$ cat config.mk
export PLATFORM = sky130hd
export DESIGN_NAME = if_fetch_stage
export DESIGN_NICKNAME = d
export VERILOG_FILES = /design/src/rtl/if_fetch_stage_pkg.sv /design/src/rtl/fetch_hold_buf.sv /design/src/rtl/if_fetch_stage.sv
export SDC_FILE = /design/constraint.sdc
export NUM_CORES = 1
export LEC_CHECK = 0
export CAP_MARGIN = 10
export CELL_PAD_IN_SITES_DETAIL_PLACEMENT = 1
export CELL_PAD_IN_SITES_GLOBAL_PLACEMENT = 2
export CORE_MARGIN = 2
export CORE_UTILIZATION = 35
export DETAILED_ROUTE_END_ITERATION = 6
export PLACE_DENSITY_LB_ADDON = 0.1
export RECOVER_POWER = 25
export SYNTH_ARGS = -nofsm -noshare
export SYNTH_HDL_FRONTEND = slang
export SYNTH_HIERARCHICAL = 1
export SYNTH_SLANG_ARGS = --single-unit
$ cat constraint.sdc
create_clock -name clk -period 7.8 [get_ports clk]
set_input_delay 1.17 -clock clk [delete_from_list [all_inputs] [get_ports clk]]
set_output_delay 1.17 -clock clk [all_outputs]
set_load 0.02 [all_outputs]
$ cat src/rtl/if_fetch_stage_pkg.sv
// Shared pipeline constants for the instruction-fetch stage.
package if_fetch_stage_pkg;

  localparam int unsigned PIPE_PC_W    = 64;
  localparam int unsigned PIPE_INST_W  = 32;
  localparam int unsigned PIPE_IMEM_AW = 10;
  localparam int unsigned INST_BYTES   = 4;
  localparam int unsigned CNT_W        = 32;

  localparam logic [PIPE_PC_W-1:0]   PIPE_RESET_PC = 64'h0;
  localparam logic [PIPE_INST_W-1:0] NOP_INST      = 32'h0000_0013;

endpackage

$ cat src/rtl/fetch_hold_buf.sv
// Holds one fetched word and its PC while the decode stage is stalled.
module fetch_hold_buf
  import if_fetch_stage_pkg::*;
#(
  parameter int unsigned        INST_W   = PIPE_INST_W,
  parameter int unsigned        PC_W     = PIPE_PC_W,
  parameter logic [PC_W-1:0]    RESET_PC = PC_W'(PIPE_RESET_PC)
) (
  input  logic              clk,
  input  logic              arst_n,
  input  logic              capture,
  input  logic              clear,
  input  logic [INST_W-1:0] inst_d,
  input  logic [PC_W-1:0]   pc_d,
  output logic              hold,
  output logic [INST_W-1:0] hold_inst,
  output logic [PC_W-1:0]   hold_pc
);

  // Clear wins over capture; the payload only changes on capture.
  always_ff @(posedge clk or negedge arst_n) begin
    if (!arst_n) begin
      hold      <= 1'b0;
      hold_inst <= '0;
      hold_pc   <= RESET_PC;
    end else if (clear) begin
      hold      <= 1'b0;
    end else if (capture) begin
      hold      <= 1'b1;
      hold_inst <= inst_d;
      hold_pc   <= pc_d;
    end
  end

endmodule

$ cat src/rtl/if_fetch_stage.sv
// Instruction-fetch stage: PC, single-outstanding imem request, redirect and stall hold.
module if_fetch_stage
  import if_fetch_stage_pkg::*;
#(
  parameter int unsigned     PC_W     = PIPE_PC_W,
  parameter int unsigned     INST_W   = PIPE_INST_W,
  parameter int unsigned     IMEM_AW  = PIPE_IMEM_AW,
  parameter logic [PC_W-1:0] RESET_PC = PC_W'(PIPE_RESET_PC)
) (
  input  logic               clk,
  input  logic               arst_n,
  input  logic               en,
  input  logic               stall_i,
  input  logic               membranch_i,
  input  logic               zero_i,
  input  logic               memjump_i,
  input  logic [PC_W-1:0]    branchpc_i,
  input  logic [PC_W-1:0]    jumppc_i,
  output logic               imem_req_o,
  output logic [IMEM_AW-1:0] imem_addr_o,
  input  logic [INST_W-1:0]  imem_rdata_i,
  output logic [INST_W-1:0]  inst_o,
  output logic [PC_W-1:0]    pc_o,
  output logic               valid_o,
  output logic               flush_o,
  output logic               misalign_o,
  output logic [CNT_W-1:0]   fetch_cnt_o
);

  logic [PC_W-1:0]   pc;
  logic              pend;
  logic [PC_W-1:0]   pend_pc;
  logic              hold;
  logic [INST_W-1:0] hold_inst;
  logic [PC_W-1:0]   hold_pc;

  logic              redirect_c;
  logic [PC_W-1:0]   target_c;
  logic              issue_c;
  logic              capture_c;
  logic              clear_c;
  logic              accept_c;

  // Redirect decode, request issue and hold-buffer control.
  always_comb begin
    redirect_c = en & (memjump_i | (membranch_i & zero_i));
    target_c   = memjump_i ? jumppc_i : branchpc_i;
    issue_c    = en & ~stall_i & ~redirect_c & ~hold;
    // With en low the in-flight word is still parked so it is not lost.
    capture_c  = pend & ~hold & (en ? (stall_i & ~redirect_c) : 1'b1);
    clear_c    = en & (redirect_c | (~stall_i & hold));
    accept_c   = en & valid_o & ~stall_i;
  end

  // Outputs toward imem and IF/ID; the request is held off while in reset.
  always_comb begin
    imem_req_o  = issue_c & arst_n;
    imem_addr_o = pc[IMEM_AW+1:2];
    inst_o      = hold ? hold_inst : (pend ? imem_rdata_i : '0);
    pc_o        = hold ? hold_pc : pend_pc;
    valid_o     = (hold | pend) & ~redirect_c;
    flush_o     = redirect_c;
  end

  // PC and outstanding-request tracking.
  always_ff @(posedge clk or negedge arst_n) begin
    if (!arst_n) begin
      pc      <= RESET_PC;
      pend    <= 1'b0;
      pend_pc <= RESET_PC;
    end else if (en) begin
      if (redirect_c) begin
        pc   <= {target_c[PC_W-1:2], 2'b00};
        pend <= 1'b0;
      end else if (issue_c) begin
        pc      <= pc + PC_W'(INST_BYTES);
        pend    <= 1'b1;
        pend_pc <= pc;
      end else begin
        pend <= 1'b0;
      end
    end
  end

  // Sticky misaligned-target flag and accepted-instruction counter.
  always_ff @(posedge clk or negedge arst_n) begin
    if (!arst_n) begin
      misalign_o  <= 1'b0;
      fetch_cnt_o <= '0;
    end else begin
      if (redirect_c && (target_c[1:0] != 2'b00)) begin
        misalign_o <= 1'b1;
      end
      if (accept_c) begin
        fetch_cnt_o <= fetch_cnt_o + CNT_W'(1);
      end
    end
  end

  fetch_hold_buf #(
    .INST_W   (INST_W),
    .PC_W     (PC_W),
    .RESET_PC (RESET_PC)
  ) u_hold_buf (
    .clk       (clk),
    .arst_n    (arst_n),
    .capture   (capture_c),
    .clear     (clear_c),
    .inst_d    (imem_rdata_i),
    .pc_d      (pend_pc),
    .hold      (hold),
    .hold_inst (hold_inst),
    .hold_pc   (hold_pc)
  );

endmodule

* Yosys cells after proc, flatten, opt, wreduce, memory -nomap -nowiden *
Cells that the tools add are included.

storage, ports and cells
  bits of input ports = 167
  word-level logic and storage cells = 49
  register bits after elaboration = 259
  output and inout port bits = 142

cells by class
  bitwise logic cells = 21
  reduce and logical (&&, ||, !) cells = 7
  $add $sub $neg = 2
  multiplexer cells = 11

operators with widths
  operator                                                          count
  64-bit 2-to-1 mux                                                 4
  64-bit by 3-bit adder with 64-bit output (second input constant)  1
  32-bit 2-to-1 mux                                                 2
  32-bit by 1-bit adder with 32-bit output (second input constant)  1
  1-bit bitwise AND                                                 14
  2-bit nonzero test                                                3
  1-bit 2-to-1 mux                                                  5
  1-bit NOT                                                         4
  2-bit AND reduction                                               2
  1-bit OR                                                          3
  3-bit AND reduction                                               1
  1-bit logical AND                                                 1

* Longest topological paths before layout *
Gate-level depths: netlist (run 1).

  depth in word-level cells = 9
  depth in mapped cells = 9
  mapped depth without buffers = 6

* By module *
Netlist (run 1), hierarchy kept.

modules (own cells, without submodules)
  module          instances  sequential area each (um^2)  area each (um^2)  cells an instance
  if_fetch_stage  1          3953.8                       9409.0            930
  fetch_hold_buf  1          2427.3                       3811.2            207

* Worst setup path after synthesis (run 1) *
Ideal clock, no wire load.

  kind = input -> output
  start point = input port membranch_i
  end point = output port valid_o
  data required time = 6.630 ns
  path slack = 4.379 ns
  arrival time = 2.251 ns
  buffers on the path = 1
  stages = 5
  path through = a21o_1 nand2_1 inv_1 clkbuf_1 nor2_1

between the ends
  word-level cells in the longest chain between the ends = 5

RTL lines
  item                        line                  text
  from (decl)                 if_fetch_stage.sv:14  input logic membranch_i,
  1-bit bitwise AND           if_fetch_stage.sv:46  redirect_c = en & (memjump_i | (membranch_i & zero_i));
  1-bit OR                    if_fetch_stage.sv:46
  1-bit bitwise AND           if_fetch_stage.sv:46
  via flush_o                 if_fetch_stage.sv:25  output logic flush_o,
  1-bit NOT (no source line)  --
  1-bit bitwise AND           if_fetch_stage.sv:61  valid_o = (hold | pend) & ~redirect_c;
  to (decl)                   if_fetch_stage.sv:24  output logic valid_o,

The timed path passes the listed nets, and every way through them passes these cells.

* Worst setup path after layout (run 1) *
  start point = input port membranch_i
  end point = output port valid_o

between the ends
  word-level cells in the longest chain between the ends = 5

RTL lines
  item                        line
  1-bit bitwise AND           if_fetch_stage.sv:46
  1-bit OR                    if_fetch_stage.sv:46
  1-bit bitwise AND           if_fetch_stage.sv:46
  1-bit NOT (no source line)  --
  1-bit bitwise AND           if_fetch_stage.sv:61

Every way passes these cells.

==> results.json, run 1 <==
{
  "outcome": "finished with violations",
  "violations": "max-capacitance violations, max-slew violations",
  "layout-drive-gt1-share_pct": 20.4,
  "async_flop_share_pct": 100,
  "cts-root-buf": "clkbuf_16",
  "area_growth_pct": 33.3,
  "die-area_mm2": 0.0393,
  "core_area_mm2": 0.0374,
  "path_buf_inv": 4,
  "slew_headroom_pct": -90.8,
  "hold_buffers": 0,
  "ir_drop_mv": 0.172,
  "synth_edf_count": 0,
  "synth-seq-cells": 255,
  "tightest_slew_ns": 2.86,
  "path_cells": "clkdlybuf4s50_1, a21o_1, nand2_1, inv_1, buf_4, nor2_1, clkdlybuf4s50_1",
  "start_util_pct": 35.3,
  "finClkSkew_ns": 0.0225,
  "clk_latency_ns": 0.57,
  "post_cts_resized": 0,
  "period_needed_ns": 6.03,
  "syn_inst": 1137,
  "cts_num_sinks": 255,
  "synthMostInstantiatedCell": "dfrtp_1",
  "crit_family": "simple AND/OR/NAND/NOR gates",
  "dr.pass1.iters": 4,
  "fillCellCount": 3955,
  "hp-start": "misalign_o",
  "r2r_start": "u_hold_buf/hold",
  "synth_xor_area_share_pct": 3.78,
  "regArea_mm2": 0.00638,
  "num_vias": 10200,
  "finalInstanceArea_mm2": 0.0176,
  "clk_pin_slew_ns": 0.06,
  "power.density_mw_per_mm2": 287,
  "busiest_layer": "met2",
  "yosys-top-cells-count": "255 x dfrtp_1, 178 x mux2_2, 55 x clkbuf_1",
  "crit_path_max_incr_delay_ns": 1.62,
  "io_pins": 309,
  "sw_frac_of_total_pct": 31.2,
  "routed_via_density": 5.26,
  "fmaxAchievable_ghz": 0.166,
  "synth_compound_area_share_pct": 9.53,
  "grt-ovfl-total": 0,
  "synth-seq-area-share_pct": 48.3,
  "drtIter0Drc": 389,
  "tritoncts": "built",
  "wire_per_inst_um": 20.4,
  "grt_first_pass_wirelength_um": 61800,
  "cp-end-kind": "primary output",
  "layout.nets": 1581,
  "use_met1_pct": 28.5,
  "worstSetupPathType": "primary input to primary output",
  "grt_max_degree": 96,
  "cap_violations": 2,
  "min_path_type": "flop to flop",
  "finalPower_mw": 5.05,
  "critical_path.startpoint_type": "primary input",
  "worstSetupStartpoint": "membranch_i",
  "worstPathMaxFanout": 63,
  "synth_adder_area_share_pct": 0.189,
  "reg2reg_slack_ns": 3.68,
  "pwr-share-seq_pct": 40.5,
  "maxSlewViolCount": 116,
  "cts_buffer_depth": 3,
  "synth.area.top_cells": "dfrtp_1 48%, mux2_2 15%, mux2_4 4.5%",
  "cts_setup_buffers": 0,
  "arrival_ns": 4.86,
  "row_count": 71,
  "drt_wl_total_um": 39800,
  "synth.cell_area_mm2": 0.0132,
  "htree_levels": 1,
  "critPathMostFrequentCell": "clkdlybuf4s50_1",
  "io_buffers": 308,
  "finish.utilization_pct": 47.1,
  "grt_use_total_pct": 20.1,
  "drt.antenna.violating_nets": 0,
  "die_w_um": 198,
  "avgSynthCellArea_um2": 11.6,
  "min_period_over_period_pct": 77.3,
  "synth_top_area_share_pct": 48.3,
  "hold_viol": 0,
  "ys_warn_count": 6,
  "first_global_vias": 10400,
  "use_met3_pct": 3.83,
  "synth_top_family_by_area": "multiplexers",
  "finalSetupViolCount": 0,
  "cts_buffers": 30,
  "synth-main-ff-cell": "dfrtp_1",
  "clock_power_share_pct": 27.6,
  "multi_input_area_mm2": 0.00640,
  "dpl-instance-area_mm2": 0.0166,
  "combPwrFrac_pct": 32.0,
  "synth-simple-area-share_pct": 14.0,
  "drc": 0,
  "muxShareOfSynthArea_pct": 20.8,
  "leakagePower_nw": 6.93,
  "grt_setup_unrepaired": "no",
  "antenna_found_initial": 3,
  "intPower_mw": 3.48,
  "cp.required_ns": 6.63,
  "place_hpwl_um": 27500,
  "synth_top_area_cell": "dfrtp_1",
  "synth.distinct_cells": 52,
  "grtUsageMet2_pct": 31.5,
  "gp_congestion": 0.786,
  "p_switching_mw": 1.58,
  "die_height_um": 198,
  "cpMaxStageDelayCell": "nand2_1",
  "final.setup.tns_ns": 0
}
flip-flops by register name, indices dropped and copies added (netlist names):
register / count
u_hold_buf/hold: 1
pend_pc: 62
u_hold_buf/hold_pc: 64
misalign_o: 1
u_hold_buf/hold_inst: 32
pend: 1
fetch_cnt_o: 32
pc: 62
cell type report:
cell class	count	area share, %
Tap cell	511	3.63
Clock inverter	15	0.603
Sequential cell	255	36.2
Inverter	8	0.170
Multi-Input combinational cell	797	36.3
Clock buffer	41	4.96
Timing Repair Buffer	320	18.1
Antenna cell	2	0.0284
worst reg2reg max path, cell delays in order, from the launching register on:
cell      delay, ns
dfrtp_4        0.70
buf_4          0.49
nor2_2         0.20
buf_4          0.37
a21boi_0       0.33
nor2b_4        0.96
buf_12         0.48
mux2_2         0.45
per-stage QoR:
step | cells | setup WS (ns) | hold WS (ns)
after detailed placement | 1891 | 2.92 | 0.445
after global placement | 1891 | 2.92 | 0.442
after floorplan | 1138 | 4.38 | 0.462
final | 1949 | 1.77 | 0.454
after global routing | 1948 | 1.51 | 0.489
after CTS | 1947 | 2.91 | 0.457
logic make-up after synthesis:
kind of cell	count (synthesis)
compound gates	182
flops	255
mux	232
fa+ha+maj	2
simple gates	322
buf+inv	86
other cells	1
xor+xnor	57
power groups by stage:
stage	combinational [mW]	clock (mW)	sequential (mW)
after floorplan	1.02	0	1.95
after global placement	1.60	0	2.04
after detailed placement	1.63	0	2.06
after CTS	1.64	1.44	2.05
after global routing	1.73	1.49	2.12
final	1.62	1.39	2.04
worst paths after layout:
check,endpoint,depth (start not counted)
worst max-delay path,valid_o,7
min in group asynchronous,pc[45],1
worst max register to register,u_hold_buf/hold_inst[31],7
worst min register to register,misalign_o,1
max in group asynchronous,u_hold_buf/hold,3
worst min-delay path,misalign_o,1
layout by cell type, fill, tap and decap left out, drive strengths merged, types with 7 or more instances in the layout:
master	netlist	final
a22o	32	32
and2	10	10
o211ai	7	7
clkdlybuf4s50	0	306
nor2	29	29
and3	24	24
xor2	29	29
o21ai	20	20
mux2i	14	14
clkbuf	55	42
a211oi	49	49
nand3	38	38
dfrtp	255	255
nor3	12	12
nor2b	50	50
nand2	49	49
clkinv	0	13
and4	9	9
xnor2	28	28
mux2	218	218
inv	8	9
nor4	13	13
buf	23	13
nand4	37	37
or4	21	21
o31ai	13	13
or3	18	18
a21oi	25	25
a31oi	29	29
metal layers:
| layer | share of wire (%) | routed length, µm | up-vias |
|---|---|---|---|
| li1 | - | - | 4783 |
| met1 | 47 | 18600 | 5162 |
| met2 | 46 | 18300 | 240 |
| met3 | 5.1 | 2020 | 56 |
| met4 | 2.2 | 867 | 4 |
| met5 | 0.073 | 29 | - |
(Power assumes the default switching activity.)
==> run 2: changes to the inputs <==
--- a/config.mk
+++ b/config.mk
@@ -9,7 +9,7 @@
 export CELL_PAD_IN_SITES_DETAIL_PLACEMENT = 1
 export CELL_PAD_IN_SITES_GLOBAL_PLACEMENT = 2
 export CORE_MARGIN = 2
-export CORE_UTILIZATION = 35
+export CORE_UTILIZATION = 33
 export DETAILED_ROUTE_END_ITERATION = 6
 export PLACE_DENSITY_LB_ADDON = 0.1
 export RECOVER_POWER = 25
==> constraint.sdc (replaced) <==
create_clock -name clk -period 6.1 [get_ports clk]
set_input_delay 0.915 -clock clk [delete_from_list [all_inputs] [get_ports clk]]
set_output_delay 0.915 -clock clk [all_outputs]
set_load 0.02 [all_outputs]
==> results.json, run 2 (synthesis results as in run 1) <==
{
  "grt_first_pass_wirelength_um": 64700,
  "crit_path_max_incr_delay_ns": 2.47,
  "first_global_vias": 10900,
  "area_growth_pct": 34.4,
  "grt_max_degree": 137,
  "finClkSkew_ns": 0.0207,
  "final_common_cell": "clkdlybuf4s50_1",
  "diodes": 0,
  "io_pins": 309,
  "busiest_layer": "met2",
  "leakagePower_nw": 6.99,
  "critical_path.startpoint_type": "primary input",
  "clk_pin_slew_ns": 0.05,
  "period_needed_ns": 4.07,
  "layout-drive-gt1-share_pct": 20.6,
  "multi_input_area_mm2": 0.00641,
  "htree_levels": 2,
  "cp.required_ns": 5.92,
  "crit_family": "buffers and inverters",
  "start_util_pct": 33.4,
  "layout.nets": 1587,
  "outcome": "finished with violations",
  "top_register": "u_hold_buf/hold_pc",
  "drt_wl_total_um": 41000,
  "grt-ovfl-total": 0,
  "arrival_ns": 3.89,
  "clk_latency_ns": 0.52,
  "worstPathMaxFanout": 136,
  "wire_per_inst_um": 20.8,
  "gp_congestion": 0.744,
  "use_met1_pct": 27.4,
  "violations": "max-capacitance violations, max-slew violations",
  "cts_num_sinks": 255,
  "use_met3_pct": 3.54,
  "path_cells": "buf_8, clkbuf_2",
  "cpMaxStageDelayCell": "clkbuf_2",
  "min_path_type": "primary input to async pin",
  "path_buf_inv": 2,
  "finalPower_mw": 6.64,
  "grtUsageMet2_pct": 32.0,
  "grt_setup_unrepaired": "no",
  "final.setup.tns_ns": 0,
  "drt.antenna.violating_nets": 0,
  "hold_buffers": 0,
  "fillCellCount": 4254,
  "slew_headroom_pct": -133,
  "cts-root-buf": "clkbuf_16",
  "die_w_um": 204,
  "place_hpwl_um": 28700,
  "dr.pass1.iters": 6,
  "power.density_mw_per_mm2": 374,
  "die_height_um": 204,
  "antenna_found_initial": 0,
  "hold-worst-slack_ns": 0.313,
  "fin_ws_ns": 2.03,
  "cts_buffer_depth": 3,
  "place_ws_ns": 1.86,
  "largest_reg_flops": 64,
  "drc": 0,
  "cts_setup_buffers": 0,
  "min_period_over_period_pct": 66.8,
  "worstSetupPathType": "primary input to async pin",
  "ir_drop_mv": 0.149,
  "tritoncts": "built",
  "drtIter0Drc": 462,
  "grt_use_total_pct": 19.7,
  "cts_buffers": 34,
  "routed_via_density": 5.25,
  "row_count": 73,
  "finish.utilization_pct": 44.8,
  "die-area_mm2": 0.0417,
  "mostFrequentLayoutCells": "306 x clkdlybuf4s50_1, 254 x dfrtp_1, 178 x mux2_2",
  "fmaxAchievable_ghz": 0.245,
  "io_buffers": 308,
  "cp-end-kind": "async pin",
  "num_vias": 10300,
  "maxSlewViolCount": 137,
  "regArea_mm2": 0.00638,
  "top_regs": "u_hold_buf/hold_pc (64), pc (62), pend_pc (62)",
  "cap_violations": 1,
  "hold_viol": 0,
  "tightest_slew_ns": 3.50,
  "post_cts_resized": 0,
  "finalSetupViolCount": 0,
  "core_area_mm2": 0.0396
}
run 2: stage by stage:
stage / instance area (µm²) / std cells
after floorplan: 13200 / 1138
after global placement: 16700 / 1907
after detailed placement: 16700 / 1907
after CTS: 17800 / 1967
after global routing: 17800 / 1967
final: 17800 / 1967
run 2: worst register-to-register path, delay by kind of cell (launching register included):
| family | cells | cell delay (ns) |
|---|---|---|
| and+or+nand+nor | 2 | 1.24 |
| buffers and inverters | 2 | 0.94 |
| DFF | 1 | 0.75 |
| muxes | 1 | 0.42 |
| AOI/OAI and AO/OA | 1 | 0.31 |
run 2: layout make-up:
| type | count | share of cell area [%] |
|---|---|---|
| tap | 525 | 3.70 |
| multi-input combinational | 797 | 36.1 |
| sequential | 255 | 35.9 |
| inverter | 8 | 0.169 |
| clock inverter | 6 | 0.211 |
| timing repair buffer | 322 | 17.9 |
| clock buffer | 54 | 5.95 |
run 2: path summary, 6_finish.rpt:
| path | from | endpoint | slack [ns] | depth (start not counted) |
|---|---|---|---|---|
| max | arst_n | pc[63] | 2.03 | 2 |
| min | arst_n | fetch_cnt_o[5] | 0.31 | 1 |
| max reg2reg | u_hold_buf/hold | u_hold_buf/hold_pc[40] | 2.33 | 6 |
| min reg2reg | misalign_o | misalign_o | 0.46 | 1 |
| max in group clk | u_hold_buf/hold | pc_o[13] | 2.07 | 3 |
| min in group clk | misalign_o | misalign_o | 0.46 | 1 |
run 2: power breakdown:
part	internal (mW)	switching [mW]	total (mW)
clock network	1.19	0.757	1.94
registers	2.22	0.404	2.63
logic	1.18	0.889	2.07
run 2: per-layer routing:
| metal | up-vias | part of all wire, % | routed length (µm) |
|---|---|---|---|
| li1 | 4786 | - | - |
| met5 | - | 0 | 0 |
| met4 | 0 | 1.6 | 673 |
| met2 | 235 | 47 | 19300 |
| met1 | 5254 | 46 | 19000 |
| met3 | 49 | 4.8 | 1970 |
==> run 3: changes to the inputs <==
--- a/config.mk
+++ b/config.mk
@@ -9,7 +9,7 @@
 export CELL_PAD_IN_SITES_DETAIL_PLACEMENT = 1
 export CELL_PAD_IN_SITES_GLOBAL_PLACEMENT = 2
 export CORE_MARGIN = 2
-export CORE_UTILIZATION = 33
+export CORE_UTILIZATION = 29
 export DETAILED_ROUTE_END_ITERATION = 6
 export PLACE_DENSITY_LB_ADDON = 0.1
 export RECOVER_POWER = 25
==> constraint.sdc (replaced) <==
create_clock -name clk -period 3.3 [get_ports clk]
set_input_delay 0.495 -clock clk [delete_from_list [all_inputs] [get_ports clk]]
set_output_delay 0.495 -clock clk [all_outputs]
set_load 0.02 [all_outputs]
==> results.json, run 3 (synthesis results as in run 1) <==
{
  "fin_cells": 2064,
  "io_buffers": 308,
  "diodes": 0,
  "row_count": 78,
  "fillCellCount": 4870,
  "cap_violations": 1,
  "min_period_over_period_pct": 93.1,
  "reg2reg_slack_ns": 0.41,
  "leakagePower_nw": 7.17,
  "cts_buffer_depth": 3,
  "hold_viol": 0,
  "placed_cells": 2002,
  "cts_buffers": 34,
  "die-area_mm2": 0.0473,
  "top_register": "u_hold_buf/hold_pc",
  "worstSetupStartpoint": "u_hold_buf/hold",
  "worstPathMaxFanout": 102,
  "routed_via_density": 4.94,
  "cts-root-buf": "clkbuf_16",
  "num_vias": 10200,
  "reg2regPathDepth": 6,
  "place_hpwl_um": 29400,
  "layout-drive-gt1-share_pct": 21.9,
  "grt_first_pass_wirelength_um": 65100,
  "gp_congestion": 0.750,
  "fmaxAchievable_ghz": 0.326,
  "drc": 0,
  "critPathCapture": "imem_req_o",
  "dr.pass1.iters": 4,
  "cts_setup_buffers": 0,
  "tightest_slew_ns": 1.77,
  "mostFrequentLayoutCells": "306 x clkdlybuf4s50_1, 254 x dfrtp_1, 178 x mux2_2",
  "min_path_type": "primary input to async pin",
  "area_growth_pct": 37.8,
  "antenna_found_initial": 2,
  "drt_wl_total_um": 41800,
  "cts_num_sinks": 255,
  "grt_use_total_pct": 17.7,
  "cp.required_ns": 2.80,
  "worstSetupPathType": "flop to primary output",
  "grt_setup_unrepaired": "no",
  "final_common_cell": "clkdlybuf4s50_1",
  "layout.nets": 1608,
  "finalInstanceArea_mm2": 0.0182,
  "htree_levels": 2,
  "drt.antenna.violating_nets": 0,
  "r2r_start": "u_hold_buf/hold",
  "maxSlewViolCount": 68,
  "finalSetupViolCount": 0,
  "die_height_um": 218,
  "tritoncts": "built",
  "grt_max_degree": 132,
  "period_needed_ns": 3.07,
  "critical_path.startpoint_type": "flop",
  "ir_drop_mv": 0.254,
  "finClkSkew_ns": 0.0155,
  "arrival_ns": 2.58,
  "rr_endpoint": "pc[39]",
  "power.density_mw_per_mm2": 692,
  "dpl-instance-area_mm2": 0.0170,
  "outcome": "finished with violations",
  "finalPower_mw": 12.6,
  "grt-ovfl-total": 0,
  "wire_per_inst_um": 20.2,
  "clk_latency_ns": 0.54,
  "start_util_pct": 29.3,
  "clk_pin_slew_ns": 0.06,
  "violations": "max-capacitance violations, max-slew violations",
  "die_w_um": 218,
  "top_regs": "u_hold_buf/hold_pc (64), pc (62), pend_pc (62)",
  "largest_reg_flops": 64,
  "core_area_mm2": 0.0452,
  "slew_headroom_pct": -18.0,
  "first_global_vias": 10700,
  "io_pins": 309,
  "drtIter0Drc": 454,
  "cp-end-kind": "primary output"
}
-- run 3: cell types whose count changed in the layout (fill, tap and decap cells not counted), sizes merged --
cell | previous run | this run
buf | 15 | 34
bufinv | 0 | 3
clkbuf | 55 | 52
clkinv | 4 | 7
dlygate4sd3 | 0 | 1
inv | 10 | 9
-- run 3: where the power goes --
| part | internal (mW) | switching (mW) | leakage (nW) | total, mW |
|---|---|---|---|---|
| Clock | 2.45 | 1.45 | 0.595 | 3.90 |
| Sequential | 4.11 | 0.704 | 3.04 | 4.81 |
| Combinational | 2.21 | 1.68 | 3.53 | 3.89 |
| Total | 8.77 | 3.83 | 7.17 | 12.6 |
-- run 3: area by class of cell --
type	count	area, µm²	share of cell area [%]
clock inverters	11	136	0.748
inverters	8	30.0	0.165
clock buffers	50	1050	5.79
well taps	600	751	4.12
repair buffers	343	3460	19.0
flip-flops and latches	255	6380	35.0
multi-input cells	797	6410	35.2
-- run 3: timing repair --
| item | in CTS | in global routing |
|---|---|---|
| gates resized for setup | 0 | 0 |
| hold buffers | 1 | 0 |
| hold endpoints to repair | 8 | 0 |
-- run 3: worst max-delay path, cell delays in order, from the launching register on --
cell and delay, ns:
dfrtp_4 0.50, buf_12 0.28, nor3b_2 0.31, and3_1 0.30, clkdlybuf4s50_1 0.65
-- run 3: metal layers --
layer  global-route usage, %  vias to the layer above  part of all wire (%)
met1                    24.3                     5107                    47
met2                    28.5                      217                    46
met4                    3.88                        4                   1.6
li1                        -                     4839                     -
met3                    3.97                       39                   5.2
met5                       0                        -                 0.065
-- run 3: worst min path at each step --
stage / from / cells past startpoint / endpoint
5_1_grt: arst_n / 2 / fetch_cnt_o[21]
3_3_place_gp: arst_n / 1 / fetch_cnt_o[31]
6_report: arst_n / 2 / fetch_cnt_o[21]
2_1_floorplan: arst_n / 0 / fetch_cnt_o[0]
4_1_cts: arst_n / 2 / fetch_cnt_o[21]
3_5_place_dp: arst_n / 1 / fetch_cnt_o[30]
-- run 3: per-stage QoR --
step	hold WS, ns	setup slack (ns)	TNS [ns]	util [%]
final	0.362	0.228	0	40.3
after global routing	0.341	0.0926	0	40.3
after CTS	0.336	0.145	0	40.3
after detailed placement	0.319	-0.0989	-0.375	37.7
after global placement	0.316	-0.0434	-0.114	37.7
after floorplan	0.199	0.563	0	-
